<file path="src/rtl/clk_period_meas.sv">
// Measures period and high time of a monitored clock in system-clock cycles and
// delivers each result over a valid/ready handshake, with an optional stall timeout.
module clk_period_meas #(
  parameter int unsigned WIDTH       = 32,
  parameter int unsigned SYNC_STAGES = 2
) (
  input  logic             clk_i,
  input  logic             rst_n_i,
  input  logic             en_i,
  input  logic             clk_mon_i,
  input  logic [WIDTH-1:0] tmo_i,
  output logic             valid_o,
  input  logic             ready_i,
  output logic [WIDTH-1:0] period_o,
  output logic [WIDTH-1:0] high_o,
  output logic             ovf_o,
  output logic             tmo_o,
  output logic             busy_o
);

  localparam logic [WIDTH-1:0] One = {{(WIDTH-1){1'b0}}, 1'b1};

  typedef enum logic [1:0] {StIdle, StArm, StMeas, StHold} state_e;

  state_e           state_q, state_d;
  logic             mon_s, m_q;
  logic             rise, fall, tmo_hit;
  logic [WIDTH-1:0] cnt_q, cnt_d;
  logic             sat_q, sat_d;
  logic             hseen_q, hseen_d;
  logic [WIDTH-1:0] hlat_q, hlat_d;
  logic [WIDTH-1:0] period_q, period_d, high_q, high_d;
  logic             ovf_q, ovf_d, tmo_q, tmo_d;

  generate
    if (SYNC_STAGES == 0) begin : g_nosync
      assign mon_s = clk_mon_i;
    end else begin : g_sync
      logic [SYNC_STAGES-1:0] sync_q;
      always_ff @(posedge clk_i or negedge rst_n_i) begin
        if (!rst_n_i) begin
          sync_q <= '0;
        end else begin
          sync_q[0] <= clk_mon_i;
          for (int i = 1; i < int'(SYNC_STAGES); i++) sync_q[i] <= sync_q[i-1];
        end
      end
      assign mon_s = sync_q[SYNC_STAGES-1];
    end
  endgenerate

  assign rise    = mon_s & ~m_q;
  assign fall    = ~mon_s & m_q;
  // A rise in the same cycle as the limit wins over the timeout.
  assign tmo_hit = (tmo_i != '0) && (cnt_q == tmo_i) && !rise;

  always_ff @(posedge clk_i or negedge rst_n_i) begin
    if (!rst_n_i) begin
      state_q  <= StIdle;
      m_q      <= 1'b0;
      cnt_q    <= '0;
      sat_q    <= 1'b0;
      hseen_q  <= 1'b0;
      hlat_q   <= '0;
      period_q <= '0;
      high_q   <= '0;
      ovf_q    <= 1'b0;
      tmo_q    <= 1'b0;
    end else begin
      state_q  <= state_d;
      m_q      <= mon_s;
      cnt_q    <= cnt_d;
      sat_q    <= sat_d;
      hseen_q  <= hseen_d;
      hlat_q   <= hlat_d;
      period_q <= period_d;
      high_q   <= high_d;
      ovf_q    <= ovf_d;
      tmo_q    <= tmo_d;
    end
  end

  always_comb begin
    state_d = state_q;
    case (state_q)
      StIdle: if (en_i) state_d = StArm;
      StArm, StMeas: begin
        if (!en_i) begin
          state_d = StIdle;
        end else if (rise) begin
          state_d = (state_q == StArm) ? StMeas : StHold;
        end else if (tmo_hit) begin
          state_d = StHold;
        end
      end
      StHold: if (ready_i) state_d = en_i ? StArm : StIdle;
      default: state_d = StIdle;
    endcase
  end

  always_comb begin
    cnt_d    = cnt_q;
    sat_d    = sat_q;
    hseen_d  = hseen_q;
    hlat_d   = hlat_q;
    period_d = period_q;
    high_d   = high_q;
    ovf_d    = ovf_q;
    tmo_d    = tmo_q;
    case (state_q)
      StArm, StMeas: begin
        if (!en_i) begin
          cnt_d = '0;
          sat_d = 1'b0;
        end else if (rise && state_q == StArm) begin
          cnt_d   = One;
          sat_d   = 1'b0;
          hseen_d = 1'b0;
          hlat_d  = '0;
        end else if (rise) begin
          period_d = cnt_q;
          high_d   = hlat_q;
          ovf_d    = sat_q;
          tmo_d    = 1'b0;
        end else if (tmo_hit) begin
          period_d = '0;
          high_d   = '0;
          ovf_d    = 1'b0;
          tmo_d    = 1'b1;
        end else begin
          if (cnt_q == '1) sat_d = 1'b1;
          else             cnt_d = cnt_q + One;
          if (state_q == StMeas && fall && !hseen_q) begin
            hlat_d  = cnt_q;
            hseen_d = 1'b1;
          end
        end
      end
      default: begin
        // Idle and the accepted-result exit both restart counting from zero.
        if (state_q == StIdle || ready_i) begin
          cnt_d = '0;
          sat_d = 1'b0;
        end
      end
    endcase
  end

  always_comb begin
    valid_o  = (state_q == StHold);
    busy_o   = (state_q != StIdle);
    period_o = period_q;
    high_o   = high_q;
    ovf_o    = ovf_q;
    tmo_o    = tmo_q;
  end

endmodule
</file>
<file path="config.mk">
export PLATFORM = sky130hd
export DESIGN_NAME = clk_period_meas
export DESIGN_NICKNAME = d
export VERILOG_FILES = /design/src/rtl/clk_period_meas.sv
export SDC_FILE = /design/constraint.sdc
export NUM_CORES = 1
export LEC_CHECK = 0
export CORE_MARGIN = 2
export CORE_UTILIZATION = 57
export DETAILED_ROUTE_END_ITERATION = 10
export PLACE_DENSITY = 0.85
export SLEW_MARGIN = 20
export SYNTH_ARGS = -nofsm -noshare
export SYNTH_HDL_FRONTEND = slang
export SYNTH_SLANG_ARGS = --single-unit
</file>
<file path="constraint.sdc">
create_clock -name clk_i -period 5.4 [get_ports clk_i]
set_input_delay 1.08 -clock clk_i [delete_from_list [all_inputs] [get_ports clk_i]]
set_output_delay 1.08 -clock clk_i [all_outputs]
set_load 0.1 [all_outputs]
</file>
== After elaboration in Yosys (flattened, before gate mapping) ==
Cells that the tools add are included.

* Add/subtract/negate cells: 1
* Equal/unequal tests: 14
* Mux-type cells: 37
* Bitwise logic cells: 5
* Reduce and logical (&&, ||, !) cells: 20

{| class="wikitable"
|+ Operators with widths
! kind !! count
|-
| 32-bit two-way mux || 14
|-
| 32-bit by 1-bit adder with 32-bit output, second input constant || 1
|-
| 32-bit equality test || 1
|-
| 32-bit equality test, second input constant || 1
|-
| 32-bit nonzero test || 1
|-
| 4-bit inequality test, second input constant || 5
|-
| 1-bit two-way mux || 17
|-
| 4-bit AND reduction || 3
|-
| 2-bit two-way mux || 5
|-
| 2-bit nonzero test || 4
|-
| 2-bit by 1-bit inequality test with 1-bit output, second input constant || 3
|-
| 2-bit one-hot mux with 3 select lines || 1
|-
| 1-bit logical AND || 5
|-
| 5-bit AND reduction || 1
|-
| 2-bit equality test, second input constant || 2
|-
| 1-bit NOT || 3
|-
| 3-bit AND reduction || 1
|-
| 1-bit bitwise AND || 2
|-
| 2-bit by 1-bit equality test with 1-bit output, second input constant || 1
|-
| 1-bit zero test || 2
|-
| 2-bit zero test || 1
|-
| 2-bit inequality test, second input constant || 1
|-
| 2-bit OR reduction || 1
|-
| 1-bit logical OR || 1
|}

* Register bits after elaboration: 137
* Bits of input ports: 37
* Logic and storage cells: 88

== Logic depth before layout (Yosys ltp) ==
* Depth after elaboration: 9
* Gate-level depth with buffers: 10

== Worst setup path after synthesis ==
OpenSTA, ideal clock, no wires.

* Kind: input -> register
* From: in tmo_i[17]
* To: reg hlat_q[13]
* Library setup time: 0.066 ns
* Arrival time: 2.804 ns
* Required time: 5.334 ns
* Slack: 2.530 ns
* Stages: 9
* Buffers on the path: 2
* Path through: xor2_1 -> nor4_1 -> nand4_1 -> or3_1 -> and4b_1 -> buf_2 -> a31oi_4 -> buf_6 -> a22o_1

* Longest elaborated chain between the ends: 5
* Elaborated cells on any way between the ends: 6

{| class="wikitable"
|+ RTL lines
! what !! line !! source
|-
| from (decl) || 11 || <nowiki>input logic [WIDTH-1:0] tmo_i,</nowiki>
|-
| 32-bit equality test or 32-bit nonzero test (tied branches) || 55 || <nowiki>assign tmo_hit = (tmo_i != '0) && (cnt_q == tmo_i) && !rise;</nowiki>
|-
| 1-bit logical AND (*) (2 in series) || 55 ||
|-
| 2-bit by 1-bit inequality test with 1-bit output (no line) (*) || -- ||
|-
| 5-bit AND reduction (no line) (*) || -- ||
|-
| to (signal assigned) || 75 || <nowiki>hlat_q <= hlat_d;</nowiki>
|-
| to (decl) || 31 || <nowiki>logic [WIDTH-1:0] hlat_q, hlat_d;</nowiki>
|}

Mark *: on every way between the ends. The rest lies on a longest branch, timed or not.
A chain may end at the register's enable or synchronous reset.

== Final worst setup path ==
* From: reg state_q[1]
* To: out busy_o

* Longest elaborated chain between the ends: 1

{| class="wikitable"
|+ RTL lines
! what !! line !! source
|-
| from (decl) || 25 || <nowiki>state_e state_q, state_d;</nowiki>
|-
| from (signal assigned) || 59 || <nowiki>state_q <= StIdle;</nowiki>
|-
| from (signal assigned) || 70 || <nowiki>state_q <= state_d;</nowiki>
|-
| 2-bit nonzero test || 151 || <nowiki>busy_o = (state_q != StIdle);</nowiki>
|-
| to (decl) || 18 || <nowiki>output logic busy_o</nowiki>
|}

Every way passes these cells.

==> results.md <==
- The fraction of final layout cells sized beyond drive strength 1 is about 8.6%.
- For this run, the register share of the synthesized area comes to between 50% and 60%.
- Global routing consumed, over all layers together, between 20% and 30% of the routing resources.
- The pin count of the biggest net entering global routing is 94.
- For this run, asynchronously set or reset flops after synthesis account for 100%.
- The predominant post-synthesis flop cell is sky130_fd_sc_hd__dfrtp_1.
- The worst-case vdd ir drop is slightly above 0.0003 V.
- The maximum root-to-sink buffer count is 2.
- The number of warnings reported in the yosys synthesis log is 0.
- The number of iterations in the first detailed-routing pass is 5.
- STA classifies the critical path endpoint as an output pin.
- The initialized floorplan defines 37 standard-cell rows.
- The insertion delay of the later-clocked pin in the worst-skew pair is roughly 530 ps.
- Wires add up to approximately 16000 um.
- The die is 108 um tall.
- The total setup violations reported at the end of the flow is 0.
- The hold violation total from the final report came to 0.
- By area the synthesized netlist is led by sky130_fd_sc_hd__dfrtp_1 (56%), sky130_fd_sc_hd__a22o_1 (14%), sky130_fd_sc_hd__xor2_1 (4.5%).
- 0 antenna diodes ended up in the layout.
- For the pin with the worst max-slew slack, the measured transition is between 1000 and 1500 ps.
- Once the floorplan was initialized, standard cells occupied 59.3% of the core.
- The data arrival time of the worst path is about 2500 ps.
- The critical path class is flop to output pin.
- The share of synthesized area in the top cell type comes to between 50 and 60%.
- The flip-flop and latch count after synthesis is 137.
- The number of buffers created by CTS is 17.
- The final-layout setup total negative slack is 0 ps.
- The logic gate share of total power is 16.9%.
- The mean area per synthesized cell is roughly 12 um2.
- At the worst endpoint, the required time is 4320 ps.
- The critical path goes through inv_1 > ha_1 > inv_1 > clkdlybuf4s50_1.
- The flow ran to the end, and the final reports show no timing, DRC or antenna violations.
- After synthesis the cells add up to 6170 um2.
- The filler cell count in the final layout is ~650.
- The number of setup buffers added after CTS is 0.
- Post-CTS repair changed the size of 0 cells.
- The leakage power total is 3.46 nW.
- For this run, the post-layout net count is about 660.
- In this run, post-CTS hold repair placed 0 buffers.
- The hold slack is around 350 ps.
- Per report_power, the clock group accounts for between 40% and 50% of the total.
- For this design the total switching power over the nets is 0.000811 W.
- Setup repair after global routing left no endpoint under its margin.
- The number of nets in the synthesized netlist is around 580.
- The synthesized design spends more area on one cell type than any other, namely sky130_fd_sc_hd__dfrtp_1.
- After clock tree synthesis, the clock-pin slew on the worst setup and hold paths is approximately 60 ps.
- The relative slew slack is 30.0%.
- The first-iteration detailed-routing DRC count is roughly 380.
- The count of nets left with antenna violations once routing finished came out at 0.
- The maximum level of the CTS H-tree is 4.
- After global routing the overflow that remains totals 0.
- Across the run, the number of max-cap violations was 0.
- The switching share of power is 29.3%.
- Relative to the synthesized area, the layout overhead comes to 26.9%.
- The total internal power is 0.00195 W.
- The critical path's most frequent cell is sky130_fd_sc_hd__inv_1.
- The number of vias per cell after detailed routing is 6.46.
- The kind of start point of the critical path is a flop.
- The clock tree root driver cell is sky130_fd_sc_hd__clkbuf_8.
- The maximum fanout along the worst path is 6.
- The placer congestion estimate is between 0.9 and 1.
- The slowest stage of the critical path is the sky130_fd_sc_hd__clkdlybuf4s50_1 cell.
- The cell count after synthesis is around 530.
- In this run the worst hold path is classified as flop to flop.
- Detailed placement ended at an HPWL of ~11000 um.
- The TritonCTS clock tree is built.
- In the final routed layout, each cell accounts on average for around 21 um.
- Detailed routing inserted a total of ~5000 vias.
- The number of global-route vias before repair is around 4800.
- The number of distinct standard cells referenced by the synthesized netlist is 48.
- Sequential cells burn around two fifths of the power.
- The number of antenna violations at the first check in global routing was 0.
- The first global-routing pass estimated 25400 um of wire.
- The clock period could shrink to between 3000 and 4000 ps.
- Yosys mapped a number of flops with a built-in enable equal to 0.
- The setup skew after layout is 11.4 ps.
- Derived from the worst setup path, the maximum achievable clock frequency is 0.278 GHz.
- The total count of max-transition violations in the final report was 0.
- The cell area power density is 353 nW/um2.
- CTS saw roughly 140 sinks.
- The die covers ~12000 um2.
- The number of I/O pins is 105.
- The number of port buffers is between 100 and 150.
- The placeable core region is 10400 um2.
- In the routed design, unresolved DRC markers number 0.
- The period utilization is about 67%.
- The die is about 110 um wide.
- On the worst path, the slowest cell contributes a delay of approximately 1100 ps.
[layout by cell type, fill, tap and decap left out, types with 3 or more instances in the layout]
cell                              synthesis  routed
sky130_fd_sc_hd__nor4_1                  16      16
sky130_fd_sc_hd__clkinv_2                 0       3
sky130_fd_sc_hd__or4_1                   12      12
sky130_fd_sc_hd__o21ai_1                  3       3
sky130_fd_sc_hd__ha_1                     5       5
sky130_fd_sc_hd__nor3_1                   4       4
sky130_fd_sc_hd__clkbuf_8                 0       4
sky130_fd_sc_hd__xor2_1                  32      32
sky130_fd_sc_hd__and3_1                   3       3
sky130_fd_sc_hd__a22o_1                  96      96
sky130_fd_sc_hd__clkbuf_16                0      16
sky130_fd_sc_hd__buf_4                    0       4
sky130_fd_sc_hd__nand4_1                 11      11
sky130_fd_sc_hd__nand3_1                  9       9
sky130_fd_sc_hd__a21oi_1                 24      24
sky130_fd_sc_hd__or3_1                   13      13
sky130_fd_sc_hd__inv_1                    9       9
sky130_fd_sc_hd__o21ai_0                 22      22
sky130_fd_sc_hd__clkdlybuf4s50_1          0     103
sky130_fd_sc_hd__nor2_1                  14      13
sky130_fd_sc_hd__dfrtp_1                137     137
sky130_fd_sc_hd__o31ai_1                 15      15
sky130_fd_sc_hd__and2_1                   3       3
sky130_fd_sc_hd__a21oi_2                  5       5
sky130_fd_sc_hd__bufinv_16                0       4
sky130_fd_sc_hd__nand2_1                 22      21
[power by group through the flow]
stage | logic, W | registers (W) | clock network [W]
5_1_grt | 0.000496 | 0.00108 | 0.00128
3_5_place_dp | 0.000458 | 0.00109 | 0
3_3_place_gp | 0.000446 | 0.00109 | 0
2_1_floorplan | 0.000270 | 0.00114 | 0
6_report | 0.000467 | 0.00108 | 0.00122
4_1_cts | 0.000462 | 0.00108 | 0.00123
[worst paths after layout]
kind                                  start                to  slack (ps)  cells after the start
min                        g_sync.sync_q[0]  g_sync.sync_q[1]         350                      0
min reg2reg                g_sync.sync_q[0]  g_sync.sync_q[1]         350                      0
max in group asynchronous           rst_n_i      period_o[28]        3710                      2
min in group asynchronous           rst_n_i        high_o[21]         600                      1
max reg2reg                       cnt_q[14]         hlat_q[7]        2300                      7
max                              state_q[1]            busy_o        1810                      4
[logic make-up after synthesis]
logic type	synth area share (%)
AOI/OAI and AO/OA	22.6
DFF	55.5
and+or+nand+nor	12.0
buffers and inverters	4.15
xor gates and xnor gates	4.54
adders and majority gates	1.01
muxes	0.182
[through the flow]
stage / util [%] / cell area [um2] / setup WS (ps) / power (W) / std cells
finish: 75.2 / 7840 / 1810 / 0.00276 / 764
global route: 75.2 / 7840 / 1630 / 0.00285 / 764
CTS: 75.2 / 7840 / 1800 / 0.00277 / 764
detailed placement: 69.2 / 7210 / 1330 / 0.00155 / 732
global placement: 69.2 / 7200 / 1320 / 0.00154 / 732
floorplan: - / 6170 / 2530 / 0.00141 / 533
[worst max-delay path, delay by kind of cell, from the launching register on]
kind | cells | cell delay, ps
buffers and inverters | 3 | 1320
DFF | 1 | 410
adders and majority gates | 1 | 260
[synth_stat cells (all sizes together) (3+ instances only)]
master / n
a21oi: 29
a22o: 96
a31oi: 3
and2: 3
and3: 3
buf: 27
clkbuf: 18
dfrtp: 137
ha: 5
inv: 9
nand2: 22
nand3: 9
nand4: 12
nor2: 14
nor3: 4
nor4: 17
o211ai: 3
o21ai: 25
o31ai: 15
or3: 13
or4: 14
xor2: 32
[flip-flops by register name, summed over array words and instances (netlist names)]
register,count
g_sync.sync_q,2
ovf_o,1
state_q,2
tmo_o,1
high_o,32
sat_q,1
hlat_q,32
m_q,1
hseen_q,1
cnt_q,32
period_o,32
[final cells by class]
class                      instances  area [um2]  area share (%)
multi-input combinational        342        2500            32.0
tap                              136         170            2.17
clock buffer                      21         459            5.86
inverter                           9        33.8           0.431
sequential                       137        3430            43.8
clock inverter                    11         168            2.14
timing repair buffer             108        1070            13.7
[routing by layer]
metal  up-vias  track usage, %  wire length (um)
met5         -               0                 0
met4         0            11.9               471
met3        47            7.84              1130
met2       232            44.5              7780
met1      2464            38.8              6730
li1       2192               -                 -
Power figures use the tool's default switching activity.
